### src/rtl/i2c_slave_pkg.sv
// Shared types and widths for the I2C slave controller and its shift register.
package i2c_slave_pkg;

  localparam int unsigned ADDR_W = 7;
  localparam int unsigned DATA_W = 8;
  localparam int unsigned CNT_W  = 4;

  localparam logic [CNT_W-1:0] BIT_CNT_MAX = CNT_W'(DATA_W);

  typedef enum logic [2:0] {
    IDLE,
    ADDR,
    ADDR_ACK,
    RX_BYTE,
    RX_ACK,
    TX_BYTE,
    TX_ACK,
    WAIT_STOP
  } state_e;

endpackage

### src/rtl/i2c_slave_shift_reg.sv
// MSB-first byte shift register with a bit counter that saturates at DATA_W.
module i2c_slave_shift_reg
  import i2c_slave_pkg::*;
(
  input  logic              clk,
  input  logic              rst,
  input  logic              clear,
  input  logic              load,
  input  logic [DATA_W-1:0] load_data,
  input  logic              shift,
  input  logic              bit_in,
  output logic [DATA_W-1:0] data,
  output logic [CNT_W-1:0]  count
);

  logic [DATA_W-1:0] data_q, data_d;
  logic [CNT_W-1:0]  count_q, count_d;

  // Clear beats load beats shift; a load also restarts the bit count.
  always_comb begin
    data_d  = data_q;
    count_d = count_q;
    if (clear) begin
      count_d = '0;
    end else if (load) begin
      data_d  = load_data;
      count_d = '0;
    end else if (shift) begin
      data_d = {data_q[DATA_W-2:0], bit_in};
      if (count_q != BIT_CNT_MAX) begin
        count_d = count_q + CNT_W'(1);
      end
    end
  end

  always_ff @(posedge clk) begin
    if (rst) begin
      data_q  <= '0;
      count_q <= '0;
    end else begin
      data_q  <= data_d;
      count_q <= count_d;
    end
  end

  assign data  = data_q;
  assign count = count_q;

endmodule

### src/rtl/i2c_slave_controller.sv
// I2C slave: address match, byte receive with ACK/NACK, byte transmit with
// underrun fill, START/STOP detection from pre-synchronized SCL/SDA.
module i2c_slave_controller
  import i2c_slave_pkg::*;
#(
  parameter logic [ADDR_W-1:0] OWN_ADDR = 7'h2A
) (
  input  logic              clk,
  input  logic              rst,
  input  logic              scl_sync,
  input  logic              sda_sync,
  input  logic              rising_edge,
  input  logic              falling_edge,
  input  logic [DATA_W-1:0] tx_data,
  input  logic              tx_valid,
  input  logic              rx_full,
  output logic              sda_out,
  output logic [DATA_W-1:0] rx_data,
  output logic              rx_valid,
  output logic              tx_taken,
  output logic              busy,
  output logic              rw_mode,
  output logic              tx_underrun
);

  state_e            state_q, state_d;
  logic              sda_prev_q, sda_prev_d;
  logic              sda_out_q, sda_out_d;
  logic [DATA_W-1:0] rx_data_q, rx_data_d;
  logic              rx_valid_q, rx_valid_d;
  logic              tx_taken_q, tx_taken_d;
  logic              tx_underrun_q, tx_underrun_d;
  logic              busy_q, busy_d;
  logic              rw_mode_q, rw_mode_d;

  logic              sr_clear, sr_load, sr_shift;
  logic [DATA_W-1:0] sr_load_data, sr_data;
  logic [CNT_W-1:0]  sr_count;

  logic              start_c, stop_c, last_bit_c;
  logic [DATA_W-1:0] byte_c, tx_byte_c;

  assign start_c    = scl_sync & sda_prev_q & ~sda_sync;
  assign stop_c     = scl_sync & ~sda_prev_q & sda_sync;
  assign last_bit_c = rising_edge & (sr_count == CNT_W'(DATA_W - 1));
  assign byte_c     = {sr_data[DATA_W-2:0], sda_sync};
  assign tx_byte_c  = tx_valid ? tx_data : '1;

  i2c_slave_shift_reg u_shift_reg (
    .clk       (clk),
    .rst       (rst),
    .clear     (sr_clear),
    .load      (sr_load),
    .load_data (sr_load_data),
    .shift     (sr_shift),
    .bit_in    (sda_sync),
    .data      (sr_data),
    .count     (sr_count)
  );

  always_comb begin
    state_d       = state_q;
    sda_prev_d    = sda_sync;
    sda_out_d     = sda_out_q;
    rx_data_d     = rx_data_q;
    rx_valid_d    = 1'b0;
    tx_taken_d    = 1'b0;
    tx_underrun_d = 1'b0;
    busy_d        = busy_q;
    rw_mode_d     = rw_mode_q;
    sr_clear      = 1'b0;
    sr_load       = 1'b0;
    sr_shift      = 1'b0;
    sr_load_data  = tx_byte_c;

    if (start_c) begin
      state_d   = ADDR;
      sda_out_d = 1'b1;
      sr_clear  = 1'b1;
    end else if (stop_c) begin
      state_d   = IDLE;
      sda_out_d = 1'b1;
      busy_d    = 1'b0;
    end else begin
      case (state_q)
        IDLE, WAIT_STOP: ;
        ADDR: begin
          sr_shift = rising_edge;
          if (last_bit_c) begin
            if (byte_c[DATA_W-1:1] == OWN_ADDR) begin
              state_d   = ADDR_ACK;
              rw_mode_d = byte_c[0];
              busy_d    = 1'b1;
            end else begin
              state_d = WAIT_STOP;
            end
          end
        end
        // ACK slots use sda_out_q as the phase: released means ACK not yet driven.
        ADDR_ACK: begin
          if (falling_edge) begin
            if (sda_out_q) begin
              sda_out_d = 1'b0;
            end else if (rw_mode_q) begin
              state_d       = TX_BYTE;
              sr_load       = 1'b1;
              sda_out_d     = tx_byte_c[DATA_W-1];
              tx_taken_d    = tx_valid;
              tx_underrun_d = ~tx_valid;
            end else begin
              state_d   = RX_BYTE;
              sda_out_d = 1'b1;
              sr_clear  = 1'b1;
            end
          end
        end
        RX_BYTE: begin
          sr_shift = rising_edge;
          if (last_bit_c) begin
            state_d    = RX_ACK;
            rx_data_d  = byte_c;
            rx_valid_d = 1'b1;
          end
        end
        RX_ACK: begin
          if (falling_edge) begin
            if (!sda_out_q) begin
              state_d   = RX_BYTE;
              sda_out_d = 1'b1;
              sr_clear  = 1'b1;
            end else if (rx_full) begin
              state_d = WAIT_STOP;
            end else begin
              sda_out_d = 1'b0;
            end
          end
        end
        // Shifting on every rise leaves the next bit to send in the MSB.
        TX_BYTE: begin
          sr_shift = rising_edge;
          if (falling_edge) begin
            if (sr_count == BIT_CNT_MAX) begin
              state_d   = TX_ACK;
              sda_out_d = 1'b1;
            end else begin
              sda_out_d = sr_data[DATA_W-1];
            end
          end
        end
        TX_ACK: begin
          if (rising_edge && sda_sync) begin
            state_d = WAIT_STOP;
          end else if (falling_edge) begin
            state_d       = TX_BYTE;
            sr_load       = 1'b1;
            sda_out_d     = tx_byte_c[DATA_W-1];
            tx_taken_d    = tx_valid;
            tx_underrun_d = ~tx_valid;
          end
        end
        default: state_d = IDLE;
      endcase
    end
  end

  always_ff @(posedge clk) begin
    if (rst) begin
      state_q       <= IDLE;
      sda_prev_q    <= 1'b1;
      sda_out_q     <= 1'b1;
      rx_data_q     <= '0;
      rx_valid_q    <= 1'b0;
      tx_taken_q    <= 1'b0;
      tx_underrun_q <= 1'b0;
      busy_q        <= 1'b0;
      rw_mode_q     <= 1'b0;
    end else begin
      state_q       <= state_d;
      sda_prev_q    <= sda_prev_d;
      sda_out_q     <= sda_out_d;
      rx_data_q     <= rx_data_d;
      rx_valid_q    <= rx_valid_d;
      tx_taken_q    <= tx_taken_d;
      tx_underrun_q <= tx_underrun_d;
      busy_q        <= busy_d;
      rw_mode_q     <= rw_mode_d;
    end
  end

  assign sda_out     = sda_out_q;
  assign rx_data     = rx_data_q;
  assign rx_valid    = rx_valid_q;
  assign tx_taken    = tx_taken_q;
  assign tx_underrun = tx_underrun_q;
  assign busy        = busy_q;
  assign rw_mode     = rw_mode_q;

endmodule

### config.mk
export PLATFORM = sky130hd
export DESIGN_NAME = i2c_slave_controller
export DESIGN_NICKNAME = d
export VERILOG_FILES = /design/src/rtl/i2c_slave_pkg.sv /design/src/rtl/i2c_slave_shift_reg.sv /design/src/rtl/i2c_slave_controller.sv
export SDC_FILE = /design/constraint.sdc
export NUM_CORES = 1
export LEC_CHECK = 0
export ABC_AREA = 1
export BUFFER_PORTS_ARGS = -buffer_cell sky130_fd_sc_hd__buf_2
export CAP_MARGIN = 20
export CORE_MARGIN = 1
export CORE_UTILIZATION = 30
export CTS_CLUSTER_DIAMETER = 40
export DETAILED_ROUTE_END_ITERATION = 16
export GPL_TIMING_DRIVEN = 0
export SYNTH_ARGS = -nofsm -noshare
export SYNTH_HDL_FRONTEND = slang
export SYNTH_SLANG_ARGS = --single-unit
### constraint.sdc
create_clock -name clk -period 1.6 [get_ports clk]
set_input_delay 0.32 -clock clk [delete_from_list [all_inputs] [get_ports clk]]
set_output_delay 0.32 -clock clk [all_outputs]
set_load 0.03 [all_outputs]
==> run summary <==
cell area after synthesis -> 0.001728 mm²
worst-path maximum fanout -> 10
Worst Skew -> 0.004621 ns
Yosys reg bits -> 30
clk_lat worst skew -> 0.29 ns
core footprint -> 0.005540 mm²
Max Slew Vio Count -> 0
setup violators final -> 0
Via Count -> 1799
Routed Antenna Nets -> 0
synth warn -> 0
Max transition margin -> 0.7415
Ports -> 30
Worst Path Required -> 1.78 ns
DRT Wirelength -> 4356 µm
Arr. time, crit path -> 1.70 ns
average wire per standard cell -> 11.34 µm
first-pass GRT wire length -> 7182 µm
Yosys cell types -> 27
# DRC -> 0
run status -> complete, no violations
worst-margin pin slew -> 0.3878 ns
setup repair after global routing missed its margin -> true
# rows -> 27
max cap viols -> 0
CTS tree -> built
Via density -> 4.685
CTS Buffer Depth -> 2
die area -> 0.006067 mm²
Clock Tree Root -> clkbuf_8
number of diodes -> 0
Syn Nets -> 291
Leak -> 1.067 nW
Worst-path clk slew -> 0.07 ns
Final period util -> 0.9514
synthesis-to-finish area growth -> 22.38%
crit path kind -> reg2reg
commonest non-fill, non-tap cell in the layout -> nand2_1
Die W -> 77.89 µm
share of cells above drive strength 1 -> 0.2212
Max H-tree Level -> 2
pwr dens -> 1120 mW/mm²
GPL Wtd Cong -> 0.8941
post-layout min period -> 1.522 ns
Sink Count -> 30
initial drt markers -> 76
Seq/Total Area, Yosys -> 0.3476
Final #Nets -> 329
CP startpoint kind -> register
Post-Route Setup TNS -> 0 ns
Fin. Hold Viols -> 0
CTS buffer count -> 5
Peak Freq -> 0.6570 GHz
Placed Instance Area -> 0.001963 mm²
total track usage -> 0.1509
maximum vdd drop -> 388.1 µV
Gate Count Post-Synth -> 273
Overflow after GRT -> 0
initial antenna violation count -> 0
I/O Buffers -> 29
DPL Wire Length -> 3350 µm
First-pass DRT Iterations -> 4
largest net degree at the start of global routing -> 11
HP Class -> in2reg
most frequent cells in the layout -> nand2_1, nor2_1, inv_1, buf_2, nand3_1
final instance area -> 0.002115 mm²
CP Capture Type -> register
syn_area_per_cell -> 6.329 µm²
number of global-route vias before repair -> 1614
chip height -> 77.89 µm
Initial Util -> 0.3119
Post-CTS Hold Fix Bufs -> 0
-- logic make-up (layout without fill, tap and decap cells) --
group           Yosys count  in the layout  synth area share
flops                    30             30            0.3476
buf+inv                  41             80           0.09848
fa+ha+maj                 2              2           0.01448
compound gates           33             33            0.1115
xor+xnor                  2              2           0.01014
simple gates            165            165            0.4178
-- where the power goes --
part	switching [mW]	total [mW]	internal (mW)	leakage, nW
clock network	0.312	0.658	0.345	0.0472
logic	0.519	0.806	0.287	0.775
registers	0.0723	0.905	0.833	0.245
total	0.904	2.37	1.47	1.07
-- cells in the mapped netlist --
| cell type | instances | area [µm²] |
|---|---|---|
| nand2_1 | 71 | 266.5 |
| nor2_1 | 41 | 153.9 |
| inv_1 | 32 | 120.1 |
| dfxtp_1 | 30 | 600.6 |
| nand3_1 | 28 | 140.1 |
| a21oi_1 | 15 | 75.07 |
| o21ai_0 | 12 | 60.06 |
| nor3_1 | 7 | 35.03 |
| or2_2 | 7 | 43.79 |
| nand4_1 | 5 | 31.28 |
| buf_2 | 4 | 20.02 |
| ha_1 | 2 | 25.02 |
| inv_2 | 2 | 7.510 |
| nand3_2 | 2 | 20.02 |
| nor2_2 | 2 | 12.51 |
| o211ai_1 | 2 | 15.01 |
| a31oi_1 | 1 | 6.260 |
| buf_1 | 1 | 3.750 |
| buf_4 | 1 | 7.510 |
| buf_6 | 1 | 11.26 |
| nand2_4 | 1 | 11.26 |
| nand3b_1 | 1 | 7.510 |
| o2111ai_1 | 1 | 8.760 |
| o21a_1 | 1 | 7.510 |
| o22ai_4 | 1 | 20.02 |
| xnor2_1 | 1 | 8.760 |
| xor2_1 | 1 | 8.760 |
-- final cells by class --
type                    instances  area (µm²)
fillers                       643        3426
multi-input cells             202       985.9
flip-flops and latches         30       604.3
repair buffers                 31       160.2
inverters                      34       127.6
well taps                      72       90.09
clock buffers                   6       82.58
plain buffers                   7       51.30
clock inverters                 2       12.51
-- timing repair --
item	4_1_cts	5_1_grt
pin swaps	1	3
endpoints found under the setup margin	17	17
buffers inserted	1	1
resized for setup	5	9
-- sequential cells by signal, summed over array words and instances (netlist names) --
| signal | cells |
|---|---|
| sda_out | 1 |
| busy | 1 |
| rx_valid | 1 |
| u_shift_reg.data | 8 |
| rw_mode | 1 |
| tx_taken | 1 |
| tx_underrun | 1 |
| rx_data | 8 |
| sda_prev_q | 1 |
| u_shift_reg.count | 4 |
| state_q | 3 |
-- critical path, stage by stage (launching register included) --
cell	delay (ns)
dfxtp_1	0.30
buf_4	0.16
inv_1	0.09
nand2_1	0.10
nor2_1	0.21
nand2_1	0.11
nand3_1	0.10
nor2_2	0.04
nand2_2	0.12
nand3_1	0.08
nand2_1	0.06
nor2_1	0.04
-- metal layers --
metal,global-route usage,vias up,part of all wire
met1,0.1892,802,0.48
met5,0,-,0
li1,-,946,-
met2,0.2460,43,0.45
met3,0.04000,8,0.046
met4,0.05741,0,0.016
-- final timing paths --
check,slack [ns],endpoint,startpoint,depth (start not counted)
max reg2reg,0.08,state_q[0]$_SDFFE_PP0P_,state_q[1]$_SDFFE_PP0P_,11
min,0.22,tx_underrun$_SDFF_PP0_,tx_valid,2
min reg2reg,0.50,rx_data[5]$_SDFFE_PP0P_,u_shift_reg.data[4]$_SDFFE_PP0P_,2
max,0.08,state_q[0]$_SDFFE_PP0P_,state_q[1]$_SDFFE_PP0P_,11
-- stage by stage --
step | util | setup slack (ns) | hold slack (ns) | power [mW] | cells
5_1_grt | 0.3817 | -0.05696 | 0.2109 | 2.546 | 384
4_1_cts | 0.3760 | 0.01134 | 0.2147 | 2.355 | 383
2_1_floorplan | - | 0.08511 | 0.3968 | 1.505 | 273
6_report | 0.3817 | 0.07783 | 0.2198 | 2.369 | 384
3_3_place_gp | 0.3543 | -0.2493 | 0.4884 | 1.686 | 374
3_5_place_dp | 0.3543 | -0.2482 | 0.4927 | 1.683 | 374
Power figures use the tool's default switching activity.
